## config.mk

```make
export PLATFORM = sky130hd
export DESIGN_NAME = get_r_seq_ctrl_flat
export DESIGN_NICKNAME = d
export VERILOG_FILES = /design/src/rtl/get_r_seq_ctrl_pkg.sv /design/src/rtl/get_r_seq_ctrl_if.sv /design/src/rtl/get_r_seq_ctrl_lat.sv /design/src/rtl/get_r_seq_ctrl.sv /design/src/flat_wrapper.sv
export SDC_FILE = /design/constraint.sdc
export NUM_CORES = 1
export LEC_CHECK = 0
export ABC_CLOCK_PERIOD_IN_PS = 2450
export CAP_MARGIN = 20
export CORE_AREA = 2 2 176 178
export DETAILED_ROUTE_END_ITERATION = 6
export DIE_AREA = 0 0 178 180
export GPL_ROUTABILITY_DRIVEN = 0
export GPL_TIMING_DRIVEN = 0
export SKIP_CTS_REPAIR_TIMING = 1
export SYNTH_ARGS = -nofsm -noshare
export SYNTH_HDL_FRONTEND = slang
export SYNTH_HIERARCHICAL = 1
export SYNTH_SLANG_ARGS = --single-unit
export TNS_END_PERCENT = 1
```

## constraint.sdc

```tcl
create_clock -name I_sys_clk -period 2.45 [get_ports I_sys_clk]
set_input_delay 0.3675 -clock I_sys_clk [delete_from_list [all_inputs] [get_ports I_sys_clk]]
set_output_delay 0.3675 -clock I_sys_clk [all_outputs]
set_load 0.005 [all_outputs]
```

## src/rtl/get_r_seq_ctrl_pkg.sv

```systemverilog
// get_r_pkg: shared constants for the get_R sequencer and its parent.
// Latency: n/a (declarations only).
// Backpressure: n/a.
//   MULT_LAT_DEF / ADD_LAT_DEF are also used by the parent that configures the get_R IP cores,
//   so both sides agree on pipeline depth.
package get_r_pkg;

  localparam int MULT_LAT_DEF = 3;
  localparam int ADD_LAT_DEF  = 2;

  typedef enum logic [1:0] {
    S_IDLE = 2'd0,
    S_RUN  = 2'd1,
    S_CAPT = 2'd2,
    S_DONE = 2'd3
  } state_t;

  // Counter width for a LAT-cycle run; one spare bit so LAT-1 always fits.
  function automatic int lat_cnt_w(input int lat);
    return $clog2(lat) + 1;
  endfunction

endpackage

```

## src/rtl/get_r_seq_ctrl_if.sv

```systemverilog
// get_r_seq_ctrl_if: operand input port, datapath drive/return and result output port of the sequencer.
// Latency: n/a (wiring only).
// Backpressure: valid/ready on the operand side (I_in_valid/O_in_ready) and result side (O_out_valid/I_out_ready).
//   slave  : seen by get_r_seq_ctrl
//   master : seen by the producer/consumer/datapath environment
interface get_r_seq_ctrl_if #(
  parameter int DATA_W = 16,
  parameter int RES_W  = 24
);

  logic              I_in_valid;
  logic              O_in_ready;
  logic [DATA_W-1:0] I_a11, I_a12, I_a21, I_a22;
  logic [DATA_W-1:0] I_H11, I_H12, I_H21, I_H22;
  logic [DATA_W-1:0] O_a11, O_a12, O_a21, O_a22;
  logic [DATA_W-1:0] O_H11, O_H12, O_H21, O_H22;
  logic              O_get_r_ena;
  logic [RES_W-1:0]  I_R11, I_R12, I_R21, I_R22;
  logic              O_out_valid;
  logic              I_out_ready;
  logic [RES_W-1:0]  O_R11, O_R12, O_R21, O_R22;
  logic              O_busy;

  modport slave (
    input  I_in_valid, I_a11, I_a12, I_a21, I_a22, I_H11, I_H12, I_H21, I_H22,
    input  I_R11, I_R12, I_R21, I_R22, I_out_ready,
    output O_in_ready, O_a11, O_a12, O_a21, O_a22, O_H11, O_H12, O_H21, O_H22,
    output O_get_r_ena, O_out_valid, O_R11, O_R12, O_R21, O_R22, O_busy
  );

  modport master (
    output I_in_valid, I_a11, I_a12, I_a21, I_a22, I_H11, I_H12, I_H21, I_H22,
    output I_R11, I_R12, I_R21, I_R22, I_out_ready,
    input  O_in_ready, O_a11, O_a12, O_a21, O_a22, O_H11, O_H12, O_H21, O_H22,
    input  O_get_r_ena, O_out_valid, O_R11, O_R12, O_R21, O_R22, O_busy
  );

endinterface

```

## src/rtl/get_r_seq_ctrl_lat.sv

```systemverilog
// get_r_lat_cnt: load/enable down-counter, tc high while the count is zero.
// Latency: load/clr/decrement take effect on the next clock edge; tc is combinational from the count.
// Backpressure: none; en simply pauses the count.
//   Ports: clk, rst_n (async active-low), clr (sync, to zero, highest priority),
//          load/load_val, en (decrement, holds at zero), tc.
module get_r_lat_cnt #(
  parameter int W = 4
) (
  input  logic         clk,
  input  logic         rst_n,
  input  logic         clr,
  input  logic         load,
  input  logic [W-1:0] load_val,
  input  logic         en,
  output logic         tc
);

  logic [W-1:0] cnt_q;

  always_ff @(posedge clk or negedge rst_n) begin
    if (!rst_n) begin
      cnt_q <= '0;
    end else if (clr) begin
      cnt_q <= '0;
    end else if (load) begin
      cnt_q <= load_val;
    end else if (en && (cnt_q != '0)) begin
      cnt_q <= cnt_q - 1'b1;
    end
  end

  assign tc = (cnt_q == '0);

endmodule

```

## src/rtl/get_r_seq_ctrl.sv

```systemverilog
// get_r_seq_ctrl: sequences one get_R 2x2 product (R = a*H): holds operands, pulses CE for LAT cycles, captures R.
// Latency: accept edge is edge 0, O_out_valid high after edge LAT+1; one op in flight, next accept LAT+3 cycles later.
// Backpressure: O_in_ready only in IDLE; results held in DONE until I_out_ready.
//   Ports: I_sys_clk, I_sys_rstn (async active-low), I_clr (sync abort, top priority), bus (slave modport),
//          O_op_cnt (16-bit saturating completed-op count) only when GET_R_SEQ_PERF_EN is defined.
module get_r_seq_ctrl
  import get_r_pkg::*;
#(
  parameter int MULT_LAT = MULT_LAT_DEF,
  parameter int ADD_LAT  = ADD_LAT_DEF,
  parameter int DATA_W   = 16,
  parameter int RES_W    = 24
) (
  input  logic            I_sys_clk,
  input  logic            I_sys_rstn,
  input  logic            I_clr,
`ifdef GET_R_SEQ_PERF_EN
  output logic [15:0]     O_op_cnt,
`endif
  get_r_seq_ctrl_if.slave bus
);

  localparam int LAT = MULT_LAT + ADD_LAT;
  localparam int CW  = lat_cnt_w(LAT);

  state_t                 state_q, state_d;
  logic                   rdy_en_q;
  logic                   run_done;
  logic                   acc, capt, out_hs;
  logic                   in_rdy, ena, out_vld;
  logic [3:0][DATA_W-1:0] a_q, h_q;
  logic [3:0][RES_W-1:0]  r_q;

  // Keeps O_in_ready low while reset is asserted; IDLE alone would raise it.
  always_ff @(posedge I_sys_clk or negedge I_sys_rstn) begin
    if (!I_sys_rstn) rdy_en_q <= 1'b0;
    else             rdy_en_q <= 1'b1;
  end

  always_ff @(posedge I_sys_clk or negedge I_sys_rstn) begin
    if (!I_sys_rstn) state_q <= S_IDLE;
    else             state_q <= state_d;
  end

  always_comb begin
    state_d = state_q;
    acc     = 1'b0;
    capt    = 1'b0;
    out_hs  = 1'b0;
    in_rdy  = 1'b0;
    ena     = 1'b0;
    out_vld = 1'b0;
    case (state_q)
      S_IDLE: begin
        in_rdy = rdy_en_q;
        if (bus.I_in_valid && rdy_en_q && !I_clr) begin
          acc     = 1'b1;
          state_d = S_RUN;
        end
      end
      S_RUN: begin
        ena = 1'b1;
        if (run_done) state_d = S_CAPT;
      end
      // CE is low here, so the datapath output is frozen while it is sampled.
      S_CAPT: begin
        capt    = !I_clr;
        state_d = S_DONE;
      end
      S_DONE: begin
        out_vld = 1'b1;
        if (bus.I_out_ready) begin
          out_hs  = !I_clr;
          state_d = S_IDLE;
        end
      end
      default: state_d = S_IDLE;
    endcase
    if (I_clr) state_d = S_IDLE;
  end

  // Loaded with LAT-1 on accept, tc on the last RUN cycle, so RUN lasts exactly LAT cycles.
  get_r_lat_cnt #(.W(CW)) u_lat_cnt (
    .clk      (I_sys_clk),
    .rst_n    (I_sys_rstn),
    .clr      (I_clr),
    .load     (acc),
    .load_val (CW'(LAT - 1)),
    .en       (ena),
    .tc       (run_done)
  );

  always_ff @(posedge I_sys_clk or negedge I_sys_rstn) begin
    if (!I_sys_rstn) begin
      a_q <= '0;
      h_q <= '0;
    end else if (acc) begin
      a_q <= {bus.I_a22, bus.I_a21, bus.I_a12, bus.I_a11};
      h_q <= {bus.I_H22, bus.I_H21, bus.I_H12, bus.I_H11};
    end
  end

  always_ff @(posedge I_sys_clk or negedge I_sys_rstn) begin
    if (!I_sys_rstn) begin
      r_q <= '0;
    end else if (capt) begin
      r_q <= {bus.I_R22, bus.I_R21, bus.I_R12, bus.I_R11};
    end
  end

`ifdef GET_R_SEQ_PERF_EN
  // Survives I_clr on purpose: it counts delivered results, not sequencer state.
  always_ff @(posedge I_sys_clk or negedge I_sys_rstn) begin
    if (!I_sys_rstn) begin
      O_op_cnt <= '0;
    end else if (out_hs && (O_op_cnt != 16'hFFFF)) begin
      O_op_cnt <= O_op_cnt + 16'd1;
    end
  end
`endif

  assign bus.O_in_ready  = in_rdy;
  assign bus.O_get_r_ena = ena;
  assign bus.O_out_valid = out_vld;
  assign bus.O_busy      = (state_q != S_IDLE);
  assign bus.O_a11 = a_q[0];
  assign bus.O_a12 = a_q[1];
  assign bus.O_a21 = a_q[2];
  assign bus.O_a22 = a_q[3];
  assign bus.O_H11 = h_q[0];
  assign bus.O_H12 = h_q[1];
  assign bus.O_H21 = h_q[2];
  assign bus.O_H22 = h_q[3];
  assign bus.O_R11 = r_q[0];
  assign bus.O_R12 = r_q[1];
  assign bus.O_R21 = r_q[2];
  assign bus.O_R22 = r_q[3];

endmodule
```

## src/flat_wrapper.sv

```systemverilog
// flat-port wrapper written by rule: the top's interface ports become plain ports
module get_r_seq_ctrl_flat import get_r_pkg::*;
#(
  parameter int MULT_LAT = MULT_LAT_DEF,
  parameter int ADD_LAT  = ADD_LAT_DEF,
  parameter int DATA_W   = 16,
  parameter int RES_W    = 24
)
  (I_sys_clk, I_sys_rstn, I_clr, bus_I_in_valid, bus_I_a11, bus_I_a12, bus_I_a21, bus_I_a22, bus_I_H11, bus_I_H12, bus_I_H21, bus_I_H22, bus_I_R11, bus_I_R12, bus_I_R21, bus_I_R22, bus_I_out_ready, bus_O_in_ready, bus_O_a11, bus_O_a12, bus_O_a21, bus_O_a22, bus_O_H11, bus_O_H12, bus_O_H21, bus_O_H22, bus_O_get_r_ena, bus_O_out_valid, bus_O_R11, bus_O_R12, bus_O_R21, bus_O_R22, bus_O_busy);
  get_r_seq_ctrl_if #(.DATA_W(DATA_W), .RES_W(RES_W)) bus_i ();
  input  logic I_sys_clk;
  input  logic I_sys_rstn;
  input  logic I_clr;
  input wire logic [$bits(bus_i.I_in_valid)-1:0] bus_I_in_valid;
  input wire logic [$bits(bus_i.I_a11)-1:0] bus_I_a11;
  input wire logic [$bits(bus_i.I_a12)-1:0] bus_I_a12;
  input wire logic [$bits(bus_i.I_a21)-1:0] bus_I_a21;
  input wire logic [$bits(bus_i.I_a22)-1:0] bus_I_a22;
  input wire logic [$bits(bus_i.I_H11)-1:0] bus_I_H11;
  input wire logic [$bits(bus_i.I_H12)-1:0] bus_I_H12;
  input wire logic [$bits(bus_i.I_H21)-1:0] bus_I_H21;
  input wire logic [$bits(bus_i.I_H22)-1:0] bus_I_H22;
  input wire logic [$bits(bus_i.I_R11)-1:0] bus_I_R11;
  input wire logic [$bits(bus_i.I_R12)-1:0] bus_I_R12;
  input wire logic [$bits(bus_i.I_R21)-1:0] bus_I_R21;
  input wire logic [$bits(bus_i.I_R22)-1:0] bus_I_R22;
  input wire logic [$bits(bus_i.I_out_ready)-1:0] bus_I_out_ready;
  output wire logic [$bits(bus_i.O_in_ready)-1:0] bus_O_in_ready;
  output wire logic [$bits(bus_i.O_a11)-1:0] bus_O_a11;
  output wire logic [$bits(bus_i.O_a12)-1:0] bus_O_a12;
  output wire logic [$bits(bus_i.O_a21)-1:0] bus_O_a21;
  output wire logic [$bits(bus_i.O_a22)-1:0] bus_O_a22;
  output wire logic [$bits(bus_i.O_H11)-1:0] bus_O_H11;
  output wire logic [$bits(bus_i.O_H12)-1:0] bus_O_H12;
  output wire logic [$bits(bus_i.O_H21)-1:0] bus_O_H21;
  output wire logic [$bits(bus_i.O_H22)-1:0] bus_O_H22;
  output wire logic [$bits(bus_i.O_get_r_ena)-1:0] bus_O_get_r_ena;
  output wire logic [$bits(bus_i.O_out_valid)-1:0] bus_O_out_valid;
  output wire logic [$bits(bus_i.O_R11)-1:0] bus_O_R11;
  output wire logic [$bits(bus_i.O_R12)-1:0] bus_O_R12;
  output wire logic [$bits(bus_i.O_R21)-1:0] bus_O_R21;
  output wire logic [$bits(bus_i.O_R22)-1:0] bus_O_R22;
  output wire logic [$bits(bus_i.O_busy)-1:0] bus_O_busy;
  assign bus_i.I_in_valid = bus_I_in_valid;
  assign bus_i.I_a11 = bus_I_a11;
  assign bus_i.I_a12 = bus_I_a12;
  assign bus_i.I_a21 = bus_I_a21;
  assign bus_i.I_a22 = bus_I_a22;
  assign bus_i.I_H11 = bus_I_H11;
  assign bus_i.I_H12 = bus_I_H12;
  assign bus_i.I_H21 = bus_I_H21;
  assign bus_i.I_H22 = bus_I_H22;
  assign bus_i.I_R11 = bus_I_R11;
  assign bus_i.I_R12 = bus_I_R12;
  assign bus_i.I_R21 = bus_I_R21;
  assign bus_i.I_R22 = bus_I_R22;
  assign bus_i.I_out_ready = bus_I_out_ready;
  assign bus_O_in_ready = bus_i.O_in_ready;
  assign bus_O_a11 = bus_i.O_a11;
  assign bus_O_a12 = bus_i.O_a12;
  assign bus_O_a21 = bus_i.O_a21;
  assign bus_O_a22 = bus_i.O_a22;
  assign bus_O_H11 = bus_i.O_H11;
  assign bus_O_H12 = bus_i.O_H12;
  assign bus_O_H21 = bus_i.O_H21;
  assign bus_O_H22 = bus_i.O_H22;
  assign bus_O_get_r_ena = bus_i.O_get_r_ena;
  assign bus_O_out_valid = bus_i.O_out_valid;
  assign bus_O_R11 = bus_i.O_R11;
  assign bus_O_R12 = bus_i.O_R12;
  assign bus_O_R21 = bus_i.O_R21;
  assign bus_O_R22 = bus_i.O_R22;
  assign bus_O_busy = bus_i.O_busy;
  get_r_seq_ctrl #(.MULT_LAT(MULT_LAT), .ADD_LAT(ADD_LAT), .DATA_W(DATA_W), .RES_W(RES_W)) u_core (.I_sys_clk(I_sys_clk), .I_sys_rstn(I_sys_rstn), .I_clr(I_clr), .bus(bus_i));
endmodule
```

==> flow_summary_export.csv <==
group,metric,value,unit
status,status,"finished, final reports clean",
global_routing,grt.overflow.total,0,
placed_design,dp.cells,1389,
clocking,numCtsBuffers,26,
timing,fmax,432.8,MHz
cells_and_area,final_cell_mix,"clkdlybuf4s50_1, dfrtp_1, mux2_2",
drt,routedWlPerCell,18.33,µm
timing,fin_crit,2.310,ns
drt,vias,6183,
timing,rsz0062_at_grt,"false",
yosys,synth_edf_count,0,
cells_and_area,instances_no_fill,1434,
setup_path,cp_max_fo,4,
power_and_ir_drop,power.density,1166,nW/µm²
timing,hold_slack,0.3422,ns
power_and_ir_drop,ir_worst_vdd,0.6041,mV
yosys,synth_cell_types,31,
setup_path,worstSetupPathType,"register to primary output",
clocking,cts.sinks,231,
timing,setup_violations,0,
global_routing,antenna_found_initial,0,
yosys,yosysSeqAreaShare,0.6493,
placed_design,pre_cts_ws,-0.1634,ns
yosys,synth_async_sr_flop_share,1.000,
timing,slew_headroom,0.6234,
placed_design,port_buffers,456,
cells_and_area,nets,1258,
yosys,synthCells,532,
cells_and_area,layout_commonest_cell,"clkdlybuf4s50_1",
drt,drt_iter0_markers,218,
yosys,ys_ff_latch,231,
global_routing,grt_max_degree,100,
yosys,ys_top_cells_by_area,"dfrtp_1, mux2_2, mux2_1",
die,die_h,180,µm
setup_path,worstPathRequired,2.08,ns
placed_design,hpwl,20150,µm
die,die-area,32040,µm²
setup_path,regToRegSetupSlack,0.34,ns
worst_hold_path,holdCritPathClass,"primary input to async pin",
setup_path,max_stage_delay,0.52,ns
timing,maxSlewViolCount,0,
drt,ant_nets,0,
setup_path,crit_path_cell_trace,"inv_1 -> ha_1 -> and2_1 -> clkdlybuf4s50_1",
die,start_util,0.2949,
clocking,path_clk_slew,0.07,ns
global_routing,grt_pass1_vias,6449,
yosys,synth_warnings,6,
yosys,post-synth-top-area-fraction,0.6493,
clocking,tritoncts,"yes",
global_routing,grt_usage,0.1603,
clocking,cts_buffer_depth,3,
global_routing,grt_pass1_wl,39630,µm
job,cap_violations,0,
yosys,synth_area,8902,µm²
power_and_ir_drop,p_leak,0.006219,µW
setup_path,end_kind,"primary output",
timing,finalCritPeriodShare,0.9430,
yosys,yosysTopAreaCell,"dfrtp_1",
timing,timing.final.ws_setup,0.1396,ns
die,ios,457,
clocking,clk_latency,0.52,ns
timing,worst_pin_slew,0.5650,ns
die,core-area,30190,µm²
timing,hold_violations,0,
die,rows,64,
drt,post-route-drc-count,0,
cells_and_area,drive_gt1_frac,0.1850,
cells_and_area,area_growth_syn_to_layout,66.55,%
timing,fin_worst_skew,0.01024,ns
yosys,synth_ff_type,"dfrtp_1",
setup_path,critPathLaunchType,"register",
cells_and_area,num_antenna_cells,0,
die,die_w,178,µm
clocking,htree_levels,1,
yosys,postSynthAreaPerCell,16.73,µm²
drt,firstDrtPassIters,4,
drt,detail_route.vias_per_cell,4.312,
setup_path,worstPathArrival,1.94,ns
setup_path,slowest_stage,"clkdlybuf4s50_1",
drt,routed_wl,26290,µm
clocking,cts-root-buf,"clkbuf_16",
[cells in the mapped netlist, drive strengths merged (3+ instances only)]
master    n
nor2b     3
mux2    224
dfrtp   231
buf      26
inv       9
nor2      5
ha        7
[sequential cells by signal, indices dropped and copies added (netlist names)]
| signal | cells |
|---|---|
| u_core/bus.O_a12 | 16 |
| u_core/bus.O_R22 | 24 |
| u_core/bus.O_a22 | 16 |
| u_core/u_lat_cnt/cnt_q | 4 |
| u_core/bus.O_R21 | 24 |
| u_core/bus.O_R12 | 24 |
| u_core/bus.O_H12 | 16 |
| u_core/bus.O_H21 | 16 |
| u_core/bus.O_H22 | 16 |
| u_core/state_q | 2 |
| u_core/bus.O_a11 | 16 |
| u_core/bus.O_H11 | 16 |
| u_core/bus.O_R11 | 24 |
| u_core/rdy_en_q | 1 |
| u_core/bus.O_a21 | 16 |
[per-stage QoR]
step	power (µW)	util	setup TNS (ns)	cell area, µm²
3_3_place_gp	13770	0.4629	-2203.66	13970
6_report	17290	0.4911	0	14830
3_5_place_dp	13880	0.4649	-0.4066	14030
2_1_floorplan	8849	-	0	8914
5_1_grt	18380	0.4911	0	14830
4_1_cts	17630	0.4907	0	14810
[final cells by class]
cell class	instances	area, µm²
clock buffer	39	750.7
inverter	9	33.78
multi-input combinational	269	2869
clock inverter	5	30.03
buffer	26	232.7
fill	2682	15360
timing repair buffer	459	4634
tap	396	495.5
sequential	231	5781
[report_power, final]
part / internal [µW] / switching (µW) / total (µW)
combinational: 4870 / 2210 / 7080
clock: 2100 / 1520 / 3620
sequential: 5680 / 905 / 6590
total: 12600 / 4640 / 17300
[path summary, 6_finish.rpt]
check	startpoint	depth (start not counted)	to
max in group asynchronous	I_sys_rstn	3	u_core/bus.O_H21[3]
min in group I_sys_clk	bus_I_H12[9]	2	u_core/bus.O_H12[9]
worst min-delay path	I_sys_rstn	2	u_core/bus.O_R22[2]
worst min register to register	u_core/bus.O_H22[12]	1	u_core/bus.O_H22[12]
worst max register to register	u_core/state_q[1]	8	u_core/u_lat_cnt/cnt_q[1]
worst max-delay path	u_core/state_q[1]	4	bus_O_in_ready
[kinds of logic after synthesis]
logic type,synth area share
AO/OA/AOI/OAI,0.01223
adder cells (fa/ha/maj),0.009838
buffers and inverters,0.02994
flip-flops,0.6493
multiplexers,0.2845
other,0.0008436
AND/OR/NAND/NOR,0.01335
[per-layer routing]
layer | vias to the layer above | global-route usage | share of wire
met5 | - | 0 | 0
met4 | 0 | 0.03934 | 0.016
met3 | 31 | 0.04738 | 0.090
met2 | 252 | 0.2862 | 0.51
met1 | 3052 | 0.1870 | 0.39
li1 | 2848 | - | -
[worst max-delay path: cells and delay by family, from the launching register on]
family / cells / cell delay [ns]
adders and majority gates: 1 / 0.22
buffers and inverters: 2 / 0.64
and+or+nand+nor: 1 / 0.16
DFF: 1 / 0.41
(Power assumes the default switching activity.)
